--- src/rtl/keystone_pkg.sv ---
// Shared constants and types for the keystone warp block.
// Holds the default geometry and slope settings, plus the bundle of raster timing bits.
package keystone_pkg;

    localparam int DEF_CENTER_X      = 492;
    localparam int DEF_ANCHOR_Y      = 560;
    localparam int DEF_SLOPE_FRAC    = 3;
    localparam int DEF_SLOPE_DEFAULT = 3;
    localparam int DEF_SLOPE_MAX     = 24;
    localparam int DEF_H_MAX         = 1023;

    // Timing bits that travel through the delay line beside the coordinates.
    typedef struct packed {
        logic hsync;
        logic vsync;
        logic blank;
        logic bypass;
    } sync_t;

    localparam sync_t SYNC_RST = '{hsync: 1'b0, vsync: 1'b0, blank: 1'b1, bypass: 1'b0};

endpackage

--- src/rtl/keystone_warp_if.sv ---
// Raster-in / corrected-raster-out bundle for keystone_warp.
// The master side drives the raster and slope requests. The slave side is the warp block.
interface keystone_warp_if #(
    parameter int H_W = 11,
    parameter int V_W = 10,
    parameter int S_W = 5
);
    logic [H_W-1:0] hcount;
    logic [V_W-1:0] vcount;
    logic           hsync;
    logic           vsync;
    logic           blank;
    logic           slope_up;
    logic           slope_down;
    logic           bypass;

    logic [H_W-1:0] hcount_k;
    logic [V_W-1:0] vcount_k;
    logic           hsync_k;
    logic           vsync_k;
    logic           blank_k;
    logic [S_W-1:0] slope;
    logic           clipped;

    modport master (
        output hcount, vcount, hsync, vsync, blank, slope_up, slope_down, bypass,
        input  hcount_k, vcount_k, hsync_k, vsync_k, blank_k, slope, clipped
    );

    modport slave (
        input  hcount, vcount, hsync, vsync, blank, slope_up, slope_down, bypass,
        output hcount_k, vcount_k, hsync_k, vsync_k, blank_k, slope, clipped
    );
endinterface

--- src/rtl/keystone_slope_ctrl.sv ---
// Slope adjust control: rising-edge detection, saturating pending value, frame-synchronous apply.
// The applied slope changes only on a vsync rising edge, so every frame uses a single slope.
module keystone_slope_ctrl
    import keystone_pkg::*;
#(
    parameter int S_W           = 5,
    parameter int SLOPE_DEFAULT = DEF_SLOPE_DEFAULT,
    parameter int SLOPE_MAX     = DEF_SLOPE_MAX
) (
    input  logic           clk,
    input  logic           reset,
    input  logic           i_up,
    input  logic           i_down,
    input  logic           i_vsync,
    output logic [S_W-1:0] o_slope
);
    logic           r_up_d, r_down_d, r_vsync_d;
    logic [S_W-1:0] r_pending, r_slope;
    logic [S_W-1:0] w_pending_nxt;
    logic           w_up_rise, w_down_rise, w_vsync_rise;

    assign w_up_rise    = i_up    & ~r_up_d;
    assign w_down_rise  = i_down  & ~r_down_d;
    assign w_vsync_rise = i_vsync & ~r_vsync_d;

    // NOTE: every output of a combinational block gets a default first, so no path can infer a latch.
    always_comb begin
        w_pending_nxt = r_pending;
        if (w_up_rise && !w_down_rise && (r_pending < S_W'(SLOPE_MAX)))
            w_pending_nxt = r_pending + 1'b1;
        else if (w_down_rise && !w_up_rise && (r_pending != '0))
            w_pending_nxt = r_pending - 1'b1;
    end

    // NOTE: state registers use non-blocking assignments, so every register samples pre-edge values.
    always_ff @(posedge clk) begin
        if (reset) begin
            r_up_d    <= 1'b0;
            r_down_d  <= 1'b0;
            r_vsync_d <= 1'b0;
            r_pending <= S_W'(SLOPE_DEFAULT);
            r_slope   <= S_W'(SLOPE_DEFAULT);
        end else begin
            r_up_d    <= i_up;
            r_down_d  <= i_down;
            r_vsync_d <= i_vsync;
            r_pending <= w_pending_nxt;
            if (w_vsync_rise)
                r_slope <= r_pending;
        end
    end

    assign o_slope = r_slope;

endmodule

--- src/rtl/keystone_warp.sv ---
// Keystone correction: shifts each column toward or away from CENTER_X by an amount that grows with distance from ANCHOR_Y.
// The pipeline has three stages: dy/side, multiply, then shift/add/clamp. Timing bits ride an equal delay line.
module keystone_warp
    import keystone_pkg::*;
#(
    parameter int H_W           = 11,
    parameter int V_W           = 10,
    parameter int S_W           = 5,
    parameter int SLOPE_FRAC    = DEF_SLOPE_FRAC,
    parameter int SLOPE_DEFAULT = DEF_SLOPE_DEFAULT,
    parameter int SLOPE_MAX     = DEF_SLOPE_MAX,
    parameter int CENTER_X      = DEF_CENTER_X,
    parameter int ANCHOR_Y      = DEF_ANCHOR_Y,
    parameter int H_MAX         = DEF_H_MAX
) (
    input  logic            clk,
    input  logic            reset,
    keystone_warp_if.slave  bus
);
    localparam int DW = V_W + 2;
    localparam int PW = DW + S_W + 1;
    localparam int RW = ((PW > H_W + 1) ? PW : H_W + 1) + 1;

    logic [S_W-1:0] w_slope;

    keystone_slope_ctrl #(
        .S_W           (S_W),
        .SLOPE_DEFAULT (SLOPE_DEFAULT),
        .SLOPE_MAX     (SLOPE_MAX)
    ) u_slope_ctrl (
        .clk     (clk),
        .reset   (reset),
        .i_up    (bus.slope_up),
        .i_down  (bus.slope_down),
        .i_vsync (bus.vsync),
        .o_slope (w_slope)
    );

    sync_t w_sync_in;
    assign w_sync_in = '{hsync: bus.hsync, vsync: bus.vsync, blank: bus.blank, bypass: bus.bypass};

    logic signed [DW-1:0] w_dy;
    logic                 w_left;
    assign w_dy   = DW'(ANCHOR_Y) - $signed({2'b00, bus.vcount});
    assign w_left = bus.hcount < H_W'(CENTER_X);

    logic signed [DW-1:0] r1_dy;
    logic                 r1_left, r2_left;
    logic [H_W-1:0]       r1_h, r2_h, r3_h;
    logic [V_W-1:0]       r1_v, r2_v, r3_v;
    sync_t                r1_sync, r2_sync, r3_sync;
    logic signed [PW-1:0] r2_prod;
    logic                 r3_clip;

    logic signed [PW-1:0] w_prod, w_off;
    logic signed [RW-1:0] w_h_ext, w_raw;
    logic [H_W-1:0]       w_h_k;
    logic                 w_clip;

    assign w_prod  = PW'(r1_dy) * PW'($signed({1'b0, w_slope}));
    // Arithmetic shift of a signed product rounds toward minus infinity.
    assign w_off   = r2_prod >>> SLOPE_FRAC;
    assign w_h_ext = $signed({{(RW - H_W){1'b0}}, r2_h});
    assign w_raw   = r2_left ? (w_h_ext - RW'(w_off)) : (w_h_ext + RW'(w_off));

    always_comb begin
        w_h_k  = r2_h;
        w_clip = 1'b0;
        if (!r2_sync.bypass) begin
            if (w_raw < 0) begin
                w_h_k  = '0;
                w_clip = 1'b1;
            end else if (w_raw > RW'(H_MAX)) begin
                w_h_k  = H_W'(H_MAX);
                w_clip = 1'b1;
            end else begin
                w_h_k  = w_raw[H_W-1:0];
            end
        end
    end

    always_ff @(posedge clk) begin
        if (reset) begin
            r1_dy   <= '0;
            r1_left <= 1'b0;
            r1_h    <= '0;
            r1_v    <= '0;
            r1_sync <= SYNC_RST;
            r2_prod <= '0;
            r2_left <= 1'b0;
            r2_h    <= '0;
            r2_v    <= '0;
            r2_sync <= SYNC_RST;
            r3_h    <= '0;
            r3_v    <= '0;
            r3_sync <= SYNC_RST;
            r3_clip <= 1'b0;
        end else begin
            r1_dy   <= w_dy;
            r1_left <= w_left;
            r1_h    <= bus.hcount;
            r1_v    <= bus.vcount;
            r1_sync <= w_sync_in;
            r2_prod <= w_prod;
            r2_left <= r1_left;
            r2_h    <= r1_h;
            r2_v    <= r1_v;
            r2_sync <= r1_sync;
            r3_h    <= w_h_k;
            r3_v    <= r2_v;
            r3_sync <= '{hsync: r2_sync.hsync, vsync: r2_sync.vsync,
                         blank: r2_sync.blank | w_clip, bypass: r2_sync.bypass};
            r3_clip <= w_clip;
        end
    end

    assign bus.hcount_k = r3_h;
    assign bus.vcount_k = r3_v;
    assign bus.hsync_k  = r3_sync.hsync;
    assign bus.vsync_k  = r3_sync.vsync;
    assign bus.blank_k  = r3_sync.blank;
    assign bus.clipped  = r3_clip;
    assign bus.slope    = w_slope;

endmodule
--- src/flat_wrapper.sv ---
// flat-port wrapper written by rule: the top's interface ports become plain ports
module keystone_warp_flat import keystone_pkg::*;
#(
    parameter int H_W           = 11,
    parameter int V_W           = 10,
    parameter int S_W           = 5,
    parameter int SLOPE_FRAC    = DEF_SLOPE_FRAC,
    parameter int SLOPE_DEFAULT = DEF_SLOPE_DEFAULT,
    parameter int SLOPE_MAX     = DEF_SLOPE_MAX,
    parameter int CENTER_X      = DEF_CENTER_X,
    parameter int ANCHOR_Y      = DEF_ANCHOR_Y,
    parameter int H_MAX         = DEF_H_MAX
)
  (clk, reset, bus_hcount, bus_vcount, bus_hsync, bus_vsync, bus_blank, bus_slope_up, bus_slope_down, bus_bypass, bus_hcount_k, bus_vcount_k, bus_hsync_k, bus_vsync_k, bus_blank_k, bus_slope, bus_clipped);
  keystone_warp_if #(.H_W(H_W), .V_W(V_W), .S_W(S_W)) bus_i ();
  input  logic clk;
  input  logic reset;
  input wire logic [$bits(bus_i.hcount)-1:0] bus_hcount;
  input wire logic [$bits(bus_i.vcount)-1:0] bus_vcount;
  input wire logic [$bits(bus_i.hsync)-1:0] bus_hsync;
  input wire logic [$bits(bus_i.vsync)-1:0] bus_vsync;
  input wire logic [$bits(bus_i.blank)-1:0] bus_blank;
  input wire logic [$bits(bus_i.slope_up)-1:0] bus_slope_up;
  input wire logic [$bits(bus_i.slope_down)-1:0] bus_slope_down;
  input wire logic [$bits(bus_i.bypass)-1:0] bus_bypass;
  output wire logic [$bits(bus_i.hcount_k)-1:0] bus_hcount_k;
  output wire logic [$bits(bus_i.vcount_k)-1:0] bus_vcount_k;
  output wire logic [$bits(bus_i.hsync_k)-1:0] bus_hsync_k;
  output wire logic [$bits(bus_i.vsync_k)-1:0] bus_vsync_k;
  output wire logic [$bits(bus_i.blank_k)-1:0] bus_blank_k;
  output wire logic [$bits(bus_i.slope)-1:0] bus_slope;
  output wire logic [$bits(bus_i.clipped)-1:0] bus_clipped;
  assign bus_i.hcount = bus_hcount;
  assign bus_i.vcount = bus_vcount;
  assign bus_i.hsync = bus_hsync;
  assign bus_i.vsync = bus_vsync;
  assign bus_i.blank = bus_blank;
  assign bus_i.slope_up = bus_slope_up;
  assign bus_i.slope_down = bus_slope_down;
  assign bus_i.bypass = bus_bypass;
  assign bus_hcount_k = bus_i.hcount_k;
  assign bus_vcount_k = bus_i.vcount_k;
  assign bus_hsync_k = bus_i.hsync_k;
  assign bus_vsync_k = bus_i.vsync_k;
  assign bus_blank_k = bus_i.blank_k;
  assign bus_slope = bus_i.slope;
  assign bus_clipped = bus_i.clipped;
  keystone_warp #(.H_W(H_W), .V_W(V_W), .S_W(S_W), .SLOPE_FRAC(SLOPE_FRAC), .SLOPE_DEFAULT(SLOPE_DEFAULT), .SLOPE_MAX(SLOPE_MAX), .CENTER_X(CENTER_X), .ANCHOR_Y(ANCHOR_Y), .H_MAX(H_MAX)) u_core (.clk(clk), .reset(reset), .bus(bus_i));
endmodule
--- config.mk ---
export PLATFORM = sky130hd
export DESIGN_NAME = keystone_warp_flat
export DESIGN_NICKNAME = d
export VERILOG_FILES = /design/src/rtl/keystone_pkg.sv /design/src/rtl/keystone_warp_if.sv /design/src/rtl/keystone_slope_ctrl.sv /design/src/rtl/keystone_warp.sv /design/src/flat_wrapper.sv
export SDC_FILE = /design/constraint.sdc
export NUM_CORES = 1
export LEC_CHECK = 0
export BUFFER_PORTS_ARGS = -buffer_cell sky130_fd_sc_hd__buf_2
export CAP_MARGIN = 20
export CORE_ASPECT_RATIO = 2
export CORE_UTILIZATION = 50
export CTS_CLUSTER_DIAMETER = 40
export DETAILED_ROUTE_END_ITERATION = 8
export PLACE_DENSITY = 0.69
export SKIP_LAST_GASP = 1
export SYNTH_ARGS = -nofsm -noshare
export SYNTH_HDL_FRONTEND = slang
export SYNTH_SLANG_ARGS = --single-unit
--- constraint.sdc ---
create_clock -name clk -period 5.8 [get_ports clk]
set_clock_uncertainty 0.05 [all_clocks]
set_input_delay 0 -clock clk [delete_from_list [all_inputs] [get_ports clk]]
set_output_delay 0 -clock clk [all_outputs]
set_load 0.05 [all_outputs]
==> flow_summary.toml <==
[timing]
fin_crit_ns = 4.86
fin_hold_ws_ns = 0.293
relSlewSlack_pct = 45.7
finalHoldViolations = 0
finalWorstSetupSlack_ns = 0.936
setup_tns_ns = 0
maxSlewViolCount = 0
worst_pin_slew_ns = 0.814
rsz0062_at_grt = "no"
setup_viol = 0
period_share_pct = 83.9
fmax_mhz = 206

[detailed_routing]
drt_wl_total_um = 13100
drc = 0
drtAntennaViolNets = 0
drt_iter0_markers = 129
detail_route.wl_per_cell_um = 14.7
num_vias = 4626
post_drt_via_cell_ratio = 5.21
dr.pass1.iters = 4

[pwr]
leakage_uw = 0.00356
ir_worst_vdd_mv = 0.251
power_per_cell_area_mw_per_mm2 = 370

[clocking]
clk_path_buf_depth = 2
clk_latency_ns = 0.41
cts-resized-gates = 0
clock-sinks = 113
clk_pin_slew_ns = 0.06
htree_levels = 4
cts_tree = "yes"
cts_buffers = 17
post_cts_buffers = 0
cts_root_buffer = "clkbuf_16"

[place]
io_buffers = 58
place_hpwl_um = 9810
post-place-cells = 820
gp_congestion = 0.880
pre_cts_slack_ns = 0.972

[critical_path]
arrival_ns = 5.07
worstPathRequired_ns = 6.01
crit_top_cell = "inv_1"
path_max_fanout = 13
critPathBufInv = 3
critPathLaunchType = "flip-flop"
path_class = "flip-flop to flip-flop"
crit_chain = "nand2_1 > fa_1 > inv_1 > ha_1 > inv_1 > fa_1 > inv_1 > ha_1 > a21o_1 > a21o_1 > a2111oi_0 > o31ai_1 > o41ai_1 > o21ai_0 > xnor2_1 > nor2_1"
slowest_stage = "a2111oi_0"
cp_top_family = "compound AO/OA/AOI/OAI gates"
cpPeakStageDelay_ns = 0.73
cp-end-kind = "flip-flop"

[synth]
synthArstFlopShare_pct = 0
syn_nets = 745
synth.distinct_cells = 61
synth_edf_count = 0
synth_flop_cell = "dfxtp_1"
synth_seq_cells = 113
avgSynthCellArea_um2 = 9.80
synth_area_mm2 = 0.00622
seq_area_frac_synth_pct = 36.4
synthCells = 635
yosysWarnings = 0

[global_routing]
grt_start_max_net_pins = 85
grt_pass1_vias = 4957
antenna_found_initial = 0
grt_pass1_wl_um = 21900
groute.usage.overall_pct = 22.3
overflow = 0

[cells_and_area]
layout_common_cells = "113 x dfxtp_1, 69 x nor2b_1, 57 x buf_2, 54 x nor2_1, 48 x inv_1"
drive_above_1_share_pct = 13.6
instances_no_fill = 888
final_common_cell = "dfxtp_1"
fillers = 990
n_antenna_cell = 0
syn_to_final_growth_pct = 22.0
final_nets = 838

[floorplan]
core_area_mm2 = 0.0121
pin_count = 59
start_util_pct = 51.3
die-height_um = 160
die_area_mm2 = 0.0129
row_count = 57
die_w_um = 80.9

[hold_path]
hold_class = "input pin to flip-flop"

[outcome]
outcome = "complete, no violations"

[job]
max_cap_violations = 0
-- per-layer routing --
metal	GRT usage (%)	wire length, um	vias to the layer above
li1	-	-	2285
met2	44.1	7790	59
met4	12.7	623	0
met1	18.9	4430	2240
met5	0	0	-
met3	4.57	228	42
-- worst reg2reg max path, stage by stage, from the launching register on --
cell	delay (ns)
dfxtp_1	0.54
nand2_1	0.14
fa_1	0.55
inv_1	0.04
ha_1	0.27
inv_1	0.05
fa_1	0.52
inv_1	0.06
ha_1	0.29
a21o_1	0.18
a21o_1	0.21
a2111oi_0	0.73
o31ai_1	0.21
o41ai_1	0.47
o21ai_0	0.20
xnor2_1	0.18
nor2_1	0.05
-- where the power goes --
group | internal [uW] | switching, uW
clock network | 719 | 369
registers | 853 | 60.3
logic | 336 | 469
total | 1910 | 898
-- cells by family (layout without fill, tap and decap cells) --
family	Yosys count	count (layout)	synth area share, %
AND/OR/NAND/NOR	243	243	21.7
flip-flops	113	113	36.4
adder cells (fa/ha/maj)	81	81	20.6
AO/OA/AOI/OAI	78	78	9.27
buffers and inverters	69	175	4.42
XOR/XNOR	43	43	6.30
multiplexers	8	8	1.33
-- Yosys cell counts, types with 3 or more instances --
cell type	instances	area [um2]
dfxtp_1	113	2260
inv_1	48	180
o21ai_0	7	35.0
nor2_1	54	203
clkbuf_1	17	63.8
xnor2_1	28	245
nand2b_1	7	43.8
a211o_1	7	61.3
or2b_1	6	45.0
ha_1	45	563
nand2_1	26	97.6
nand3_1	4	20.0
nor4_1	6	37.5
mux2i_1	6	60.1
xor2_1	13	114
and2_1	41	257
fa_1	36	721
a21oi_1	16	80.1
a31oi_1	5	31.3
nor2b_1	69	432
nor3_1	11	55.1
o311a_1	6	60.1
o211ai_1	3	22.5
a21o_1	10	75.1
-- flip-flops by register name, indices dropped and copies added (netlist names), 4 cells and up --
name and cells:
u_core.bus.vcount_k 10, u_core.u_slope_ctrl.o_slope 5, u_core.u_slope_ctrl.r_pending 5, u_core.r2_h 11
u_core.r2_sync 4, u_core.r2_v 10, u_core.r1_sync 4, u_core.r1_h 11
u_core.bus.hcount_k 11, u_core.r1_v 10, u_core.r1_dy 10, u_core.r2_prod 14
-- per-stage QoR --
step	power, uW	cell area [um2]	utilization, %
after CTS	2830	7590	62.6
after global routing	2960	7590	62.6
final	2810	7590	62.6
after detailed placement	1710	6610	54.5
after floorplan	1550	6220	-
after global placement	1690	6610	54.5
-- layout make-up --
class / instances / area (um2) / area share [%]
clock buffer: 19 / 433 / 5.70
inverter: 48 / 180 / 2.37
timing repair buffer: 95 / 661 / 8.70
multi-input combinational: 453 / 3680 / 48.5
clock inverter: 13 / 186 / 2.46
tap: 147 / 184 / 2.42
sequential: 113 / 2260 / 29.8
-- worst paths after layout --
check / from / endpoint / slack (ns) / cells after the start
max: u_core.u_slope_ctrl.o_slope[2]$_SDFFE_PP0P_ / u_core.r2_prod[16]$_SDFF_PP0_ / 0.94 / 16
min: bus_hcount[1] / u_core.r1_h[1]$_SDFF_PP0_ / 0.29 / 3
max reg2reg: u_core.u_slope_ctrl.o_slope[2]$_SDFFE_PP0P_ / u_core.r2_prod[16]$_SDFF_PP0_ / 0.94 / 16
min reg2reg: u_core.r1_sync[1]$_SDFF_PP1_ / u_core.r2_sync[1]$_SDFF_PP1_ / 0.36 / 1
-- repair_timing --
| action | CTS | global route |
|---|---|---|
| endpoints found under the hold margin | 43 | 0 |
| setup endpoints to repair | 0 | 0 |
| hold buffers | 36 | 0 |
Power figures use the tool's default switching activity.
